File: src/rtl/i2c_master_byte_controller.sv
// i2c_master_byte_controller
//   Single-byte I2C master. It runs one transaction per Go: START, address plus
//   R/W, ACK, one data byte, ACK/NACK, then STOP. Bus timing comes from an
//   external baud generator square wave, ClockI2C. This block gates that
//   generator through BaudEnable.
// Ports
//   clock, Reset        system clock; asynchronous active-high reset
//   ClockI2C            baud square wave input
//   BaudEnable          enable to the baud generator
//   Go                  start request. It is only honoured in IDLE.
//   ReadWrite           1 = read, 0 = write. Latched on Go.
//   SlaveAddress        7-bit target address. Latched on Go.
//   DataIn              write byte. Latched on Go.
//   DataOut             read byte. Valid while Done is high.
//   Busy / Done         transaction in flight / one-cycle completion pulse
//   AckError            slave NACK seen. Held until the next accepted Go.
//   SCL                 I2C clock
//   SDAOut / SDADrive   open-drain SDA value and drive enable
//   SDAIn               sampled SDA line
module i2c_master_byte_controller #(
    parameter int ADDR_WIDTH = 7,
    parameter int DATA_WIDTH = 8
) (
    input  logic                  clock,
    input  logic                  Reset,
    input  logic                  ClockI2C,
    output logic                  BaudEnable,
    input  logic                  Go,
    input  logic                  ReadWrite,
    input  logic [ADDR_WIDTH-1:0] SlaveAddress,
    input  logic [DATA_WIDTH-1:0] DataIn,
    output logic [DATA_WIDTH-1:0] DataOut,
    output logic                  Busy,
    output logic                  Done,
    output logic                  AckError,
    output logic                  SCL,
    output logic                  SDAOut,
    output logic                  SDADrive,
    input  logic                  SDAIn
);

    localparam int SW = ADDR_WIDTH + 1;
    localparam int NB = (SW > DATA_WIDTH) ? SW : DATA_WIDTH;
    localparam int CW = $clog2(NB + 1);

    typedef enum logic [2:0] {
        S_IDLE, S_START, S_ADDR, S_ACK1, S_DATA, S_ACK2, S_STOP, S_DONE
    } state_t;

    state_t                  state, state_nxt;
    logic                    clk_prev;
    logic                    rise, fall;
    logic [CW-1:0]           cnt;
    logic [SW-1:0]           addr_sr;
    logic [DATA_WIDTH-1:0]   data_sr;
    logic                    rw;

    assign rise = ClockI2C & ~clk_prev;
    assign fall = ~ClockI2C & clk_prev;

    // State register
    always_ff @(posedge clock or posedge Reset) begin
        if (Reset) state <= S_IDLE;
        else       state <= state_nxt;
    end

    // Next-state logic.
    // In STOP, cnt tracks the phase:
    //   0 = waiting for the fall that pulls SDA low
    //   1 = waiting for SCL to return high
    //   2 = SCL held high, waiting for the rise that releases SDA
    always_comb begin
        state_nxt = state;
        case (state)
            S_IDLE:  if (Go) state_nxt = S_START;
            S_START: if (rise) state_nxt = S_ADDR;
            S_ADDR:  if (rise && cnt == CW'(SW - 1)) state_nxt = S_ACK1;
            S_ACK1:  if (rise) state_nxt = SDAIn ? S_STOP : S_DATA;
            S_DATA:  if (rise && cnt == CW'(DATA_WIDTH - 1)) state_nxt = S_ACK2;
            S_ACK2:  if (rise) state_nxt = S_STOP;
            S_STOP:  if (rise && cnt == CW'(2)) state_nxt = S_DONE;
            S_DONE:  state_nxt = S_IDLE;
            default: state_nxt = S_IDLE;
        endcase
    end

    // Datapath: shift registers, bit counter and SDA drive
    always_ff @(posedge clock or posedge Reset) begin
        if (Reset) begin
            clk_prev <= 1'b0;
            cnt      <= '0;
            addr_sr  <= '0;
            data_sr  <= '0;
            rw       <= 1'b0;
            SDAOut   <= 1'b1;
            SDADrive <= 1'b0;
            AckError <= 1'b0;
            DataOut  <= '0;
        end else begin
            clk_prev <= ClockI2C;
            case (state)
                S_IDLE: if (Go) begin
                    addr_sr  <= {SlaveAddress, ReadWrite};
                    data_sr  <= DataIn;
                    rw       <= ReadWrite;
                    AckError <= 1'b0;
                    cnt      <= '0;
                end
                S_START: if (rise) begin
                    // SDA falls while SCL is forced high: START condition
                    SDADrive <= 1'b1;
                    SDAOut   <= 1'b0;
                    cnt      <= '0;
                end
                S_ADDR: begin
                    if (fall) begin
                        SDAOut  <= addr_sr[SW-1];
                        addr_sr <= {addr_sr[SW-2:0], 1'b0};
                    end else if (rise) begin
                        cnt <= (cnt == CW'(SW - 1)) ? '0 : cnt + 1'b1;
                    end
                end
                S_ACK1: begin
                    if (fall) begin
                        SDADrive <= 1'b0;
                    end else if (rise) begin
                        cnt <= '0;
                        if (SDAIn) AckError <= 1'b1;
                    end
                end
                S_DATA: begin
                    if (fall) begin
                        // Write drives data. Read keeps the line released for the slave.
                        SDADrive <= ~rw;
                        if (!rw) begin
                            SDAOut  <= data_sr[DATA_WIDTH-1];
                            data_sr <= {data_sr[DATA_WIDTH-2:0], 1'b0};
                        end
                    end else if (rise) begin
                        cnt <= (cnt == CW'(DATA_WIDTH - 1)) ? '0 : cnt + 1'b1;
                        if (rw) DataOut <= {DataOut[DATA_WIDTH-2:0], SDAIn};
                    end
                end
                S_ACK2: begin
                    if (fall) begin
                        // Read: NACK the single byte. Write: release for the slave's ACK.
                        SDADrive <= rw;
                        SDAOut   <= 1'b1;
                    end else if (rise) begin
                        cnt <= '0;
                        if (!rw && SDAIn) AckError <= 1'b1;
                    end
                end
                S_STOP: begin
                    if (fall && cnt == CW'(0)) begin
                        SDADrive <= 1'b1;
                        SDAOut   <= 1'b0;
                        cnt      <= CW'(1);
                    end else if (rise && cnt == CW'(1)) begin
                        cnt <= CW'(2);
                    end else if (rise && cnt == CW'(2)) begin
                        // SDA rises while SCL is held high: STOP condition
                        SDADrive <= 1'b0;
                        SDAOut   <= 1'b1;
                        cnt      <= '0;
                    end
                end
                default: ;
            endcase
        end
    end

    // Outputs decoded from state
    always_comb begin
        SCL        = 1'b1;
        Busy       = 1'b0;
        BaudEnable = 1'b0;
        Done       = 1'b0;
        case (state)
            S_START: begin
                Busy       = 1'b1;
                BaudEnable = 1'b1;
            end
            S_ADDR, S_ACK1, S_DATA, S_ACK2: begin
                SCL        = ClockI2C;
                Busy       = 1'b1;
                BaudEnable = 1'b1;
            end
            S_STOP: begin
                SCL        = (cnt == CW'(2)) ? 1'b1 : ClockI2C;
                Busy       = 1'b1;
                BaudEnable = 1'b1;
            end
            S_DONE: Done = 1'b1;
            default: ;
        endcase
    end

endmodule

File: config.mk
export PLATFORM = sky130hd
export DESIGN_NAME = i2c_master_byte_controller
export DESIGN_NICKNAME = d
export VERILOG_FILES = /design/src/rtl/i2c_master_byte_controller.sv
export SDC_FILE = /design/constraint.sdc
export NUM_CORES = 1
export LEC_CHECK = 0
export CORE_ASPECT_RATIO = 1.5
export CORE_MARGIN = 2
export CORE_UTILIZATION = 40
export DETAILED_ROUTE_END_ITERATION = 16
export DONT_BUFFER_PORTS = 1
export MAX_ROUTING_LAYER = met4
export PLACE_DENSITY_LB_ADDON = 0.12
export SLEW_MARGIN = 20
export SYNTH_ARGS = -nofsm -noshare
export SYNTH_HDL_FRONTEND = slang
export SYNTH_SLANG_ARGS = --single-unit
export TNS_END_PERCENT = 1
File: constraint.sdc
create_clock -name clock -period 2.5 [get_ports clock]
set_input_delay 0.25 -clock clock [delete_from_list [all_inputs] [get_ports clock]]
set_output_delay 0.25 -clock clock [all_outputs]
set_load 0.02 [all_outputs]
==> flow_summary.toml <==
[setup_path]
cpMaxStageDelayCell = "a21oi_1"
cp-end-kind = "register"
arrival_ns = 2.23
critical_path_class = "register to register"
timing.critical_path.max_delay_family = "compound AO/OA/AOI/OAI gates"
worst-path-max-fanout = 15
cp.buffers_inverters = 1
crit_path_cell_trace = "nor4b_2, buf_4, a21oi_1, o21ai_0"
peak_per_stage_delay_on_the_critical_path_ns = 0.77
cp.required_ns = 2.64
start_kind = "register"

[clock_network]
clkTransAtPathRegs_ns = 0.08
post_cts.resized_instances = 0
htree_levels = 2
clock_tree.root_cell = "clkbuf_8"
cts-buffers-inserted = 5
clock_tree_from_tritoncts = "done"
clock_path_buffers = 2
insertion_delay_ns = 0.30
cts.sinks = 36

[synthesis]
syn-cell-area_um2 = 2050
yosysWarnings = 0
synth.ff_latch_count = 36
number_of_synthesized_flops_with_an_enable_pin = 0
synth_cell_types = 40
postSynthNetCount = 238
syn_area_per_cell_um2 = 9.60
primary_flip_flop_cell_chosen_by_synthesis_mapping = "dfrtp_1"
synth_async_sr_flop_share_pct = 100
syn_inst = 213
synth.yosys.seq_area_share_pct = 44.1

[timing]
timing_max_transition_violations_final = 0
worstMarginPinSlew_ns = 1.00
post_route_setup_tns_ns = 0
skew_ns = 0.00827
final-setup-viol-count = 0
worst_slew_margin_rel_pct = 33.3
max_fclk_ghz = 0.479
final.period_utilization_pct = 83.5
grt_setup_unrepaired = "no"
setup_ws_ns = 0.412
timing.final.crit_period_ns = 2.09
report.final.hold_viol_count = 0

[layout]
layout.cells.most_common = "dfrtp_1"
multiInputGateArea_um2 = 1040
nets = 245
fillCellCount = 512
register_area_um2 = 902
layout.cells.most_common_list = "dfrtp_1 (35), o21ai_0 (29), nand2_1 (23)"
syn2layout_area_growth_pct = 10.3
n_antenna_cell = 0
post_route_cells_drive_above_1_share_pct = 15.8

[global_route]
pin_count_of_the_biggest_net_entering_global_routing = 37
grt_first_pass_wirelength_um = 7490
gr-total-overflow = 0
grt_util_all_layers_pct = 16.9
vias_in_the_first_global_route = 1563
antenna_found_initial = 0

[drt]
wl_met3_um = 272
met2_length_um = 2200
drc_errors = 0
antenna_left = 0
avgRoutedWirePerCell_um = 15.5
dr.pass1.iters = 4
topRoutingLayerUsed = "met4"
wirelength_um = 4460
num_vias = 1566
avgViaCountPerCell = 5.46
detail_route.wirelength.met1_um = 1860
drt_iter0_drc = 113

[floorplanning]
dieHeight_um = 91.6
initial_utilization_pct = 41.9
die-width_um = 62.4
fp.dieArea_um2 = 5710
pin_count = 36
core_region_area_um2 = 4890
placementRows = 31

[power_and_ir_drop]
pwr_cell_area_nw_per_um2 = 1150
power.static_leakage_nw = 1.04
vdd_drop_max_mv = 0.482

[placed_design]
routabilityCongestion = 0.872
detailedPlace.worstSlack_ns = 0.397
port-buffer-count = 0
dpl.hpwl_um = 3240

[run]
cap_violations = 0

[hold_path]
min-delay-path-class = "primary input to register"

[outcome]
run_status = "finished, final reports clean"
[cell usage after synthesis, drive strengths merged, types with 7 or more instances]
| cell | count | area share [%] |
|---|---|---|
| mux2 | 11 | 6.1 |
| nand2 | 23 | 4.2 |
| nor2 | 12 | 2.2 |
| o21ai | 29 | 7.1 |
| a21oi | 9 | 2.2 |
| buf | 9 | 2.4 |
| nor3 | 7 | 2.8 |
| mux2i | 16 | 7.8 |
| dfrtp | 35 | 43 |
| inv | 9 | 1.7 |
[stage by stage]
| stage | hold WS, ns | instances | area [µm²] | total power (W) | util, % |
|---|---|---|---|---|---|
| 6_report | 0.0662 | 287 | 2260 | 0.00259 | 46.2 |
| 5_1_grt | 0.0658 | 287 | 2260 | 0.00281 | 46.2 |
| 4_1_cts | 0.0616 | 287 | 2260 | 0.00261 | 46.2 |
| 3_5_place_dp | 0.282 | 277 | 2150 | 0.00217 | 43.9 |
| 3_3_place_gp | 0.268 | 277 | 2150 | 0.00213 | 43.9 |
| 2_1_floorplan | 0.281 | 213 | 2050 | 0.00190 | - |
[sequential cells by signal, indices dropped and copies added, names as in the netlist]
signal	cells
AckError	1
DataOut	8
SDADrive	1
SDAOut	1
addr_sr	8
clk_prev	1
cnt	4
data_sr	8
rw	1
state	3
[per-layer routing]
| metal | vias to the layer above | GRT usage [%] |
|---|---|---|
| met5 | - | - |
| met4 | 0 | 7.41 |
| met3 | 8 | 4.58 |
| met2 | 49 | 27.7 |
| met1 | 737 | 19.5 |
| li1 | 772 | - |
[timing repair]
action,4_1_cts,5_1_grt
hold buffers,2,0
endpoints found under the hold margin,36,0
setup buffers,0,0
[worst paths after layout]
check / from / endpoint / slack [ns] / depth (start not counted)
setup / recovery: state[0] / addr_sr[2] / 0.41 / 4
hold / removal: ReadWrite / rw / 0.07 / 2
setup reg to reg: state[0] / addr_sr[2] / 0.41 / 4
hold reg to reg: addr_sr[5] / addr_sr[5] / 0.48 / 2
max in group asynchronous: Reset / SDAOut / 1.64 / 3
min in group asynchronous: Reset / addr_sr[3] / 0.49 / 3
[layout make-up]
cell class	count	share of cell area (%)
multi-input combinational	155	46.3
sequential	36	40.0
timing repair buffer	13	4.55
tap	66	3.66
clock buffer	5	3.05
inverter	9	1.50
clock inverter	3	0.943
[cells by family after synthesis]
kind of cell             Yosys count  share of synthesized area, %
multiplexers                      27                          13.9
adder cells (fa/ha/maj)            4                          2.45
buffers and inverters             22                          4.83
flip-flops                        36                          44.1
AO/OA/AOI/OAI                     59                          17.7
AND/OR/NAND/NOR                   64                          16.6
XOR/XNOR                           1                         0.428
[report_power, final]
group          switching (W)  internal, W
logic               0.000647     0.000473
registers           0.000246     0.000791
clock network       0.000234     0.000198
Power figures use the tool's default switching activity.
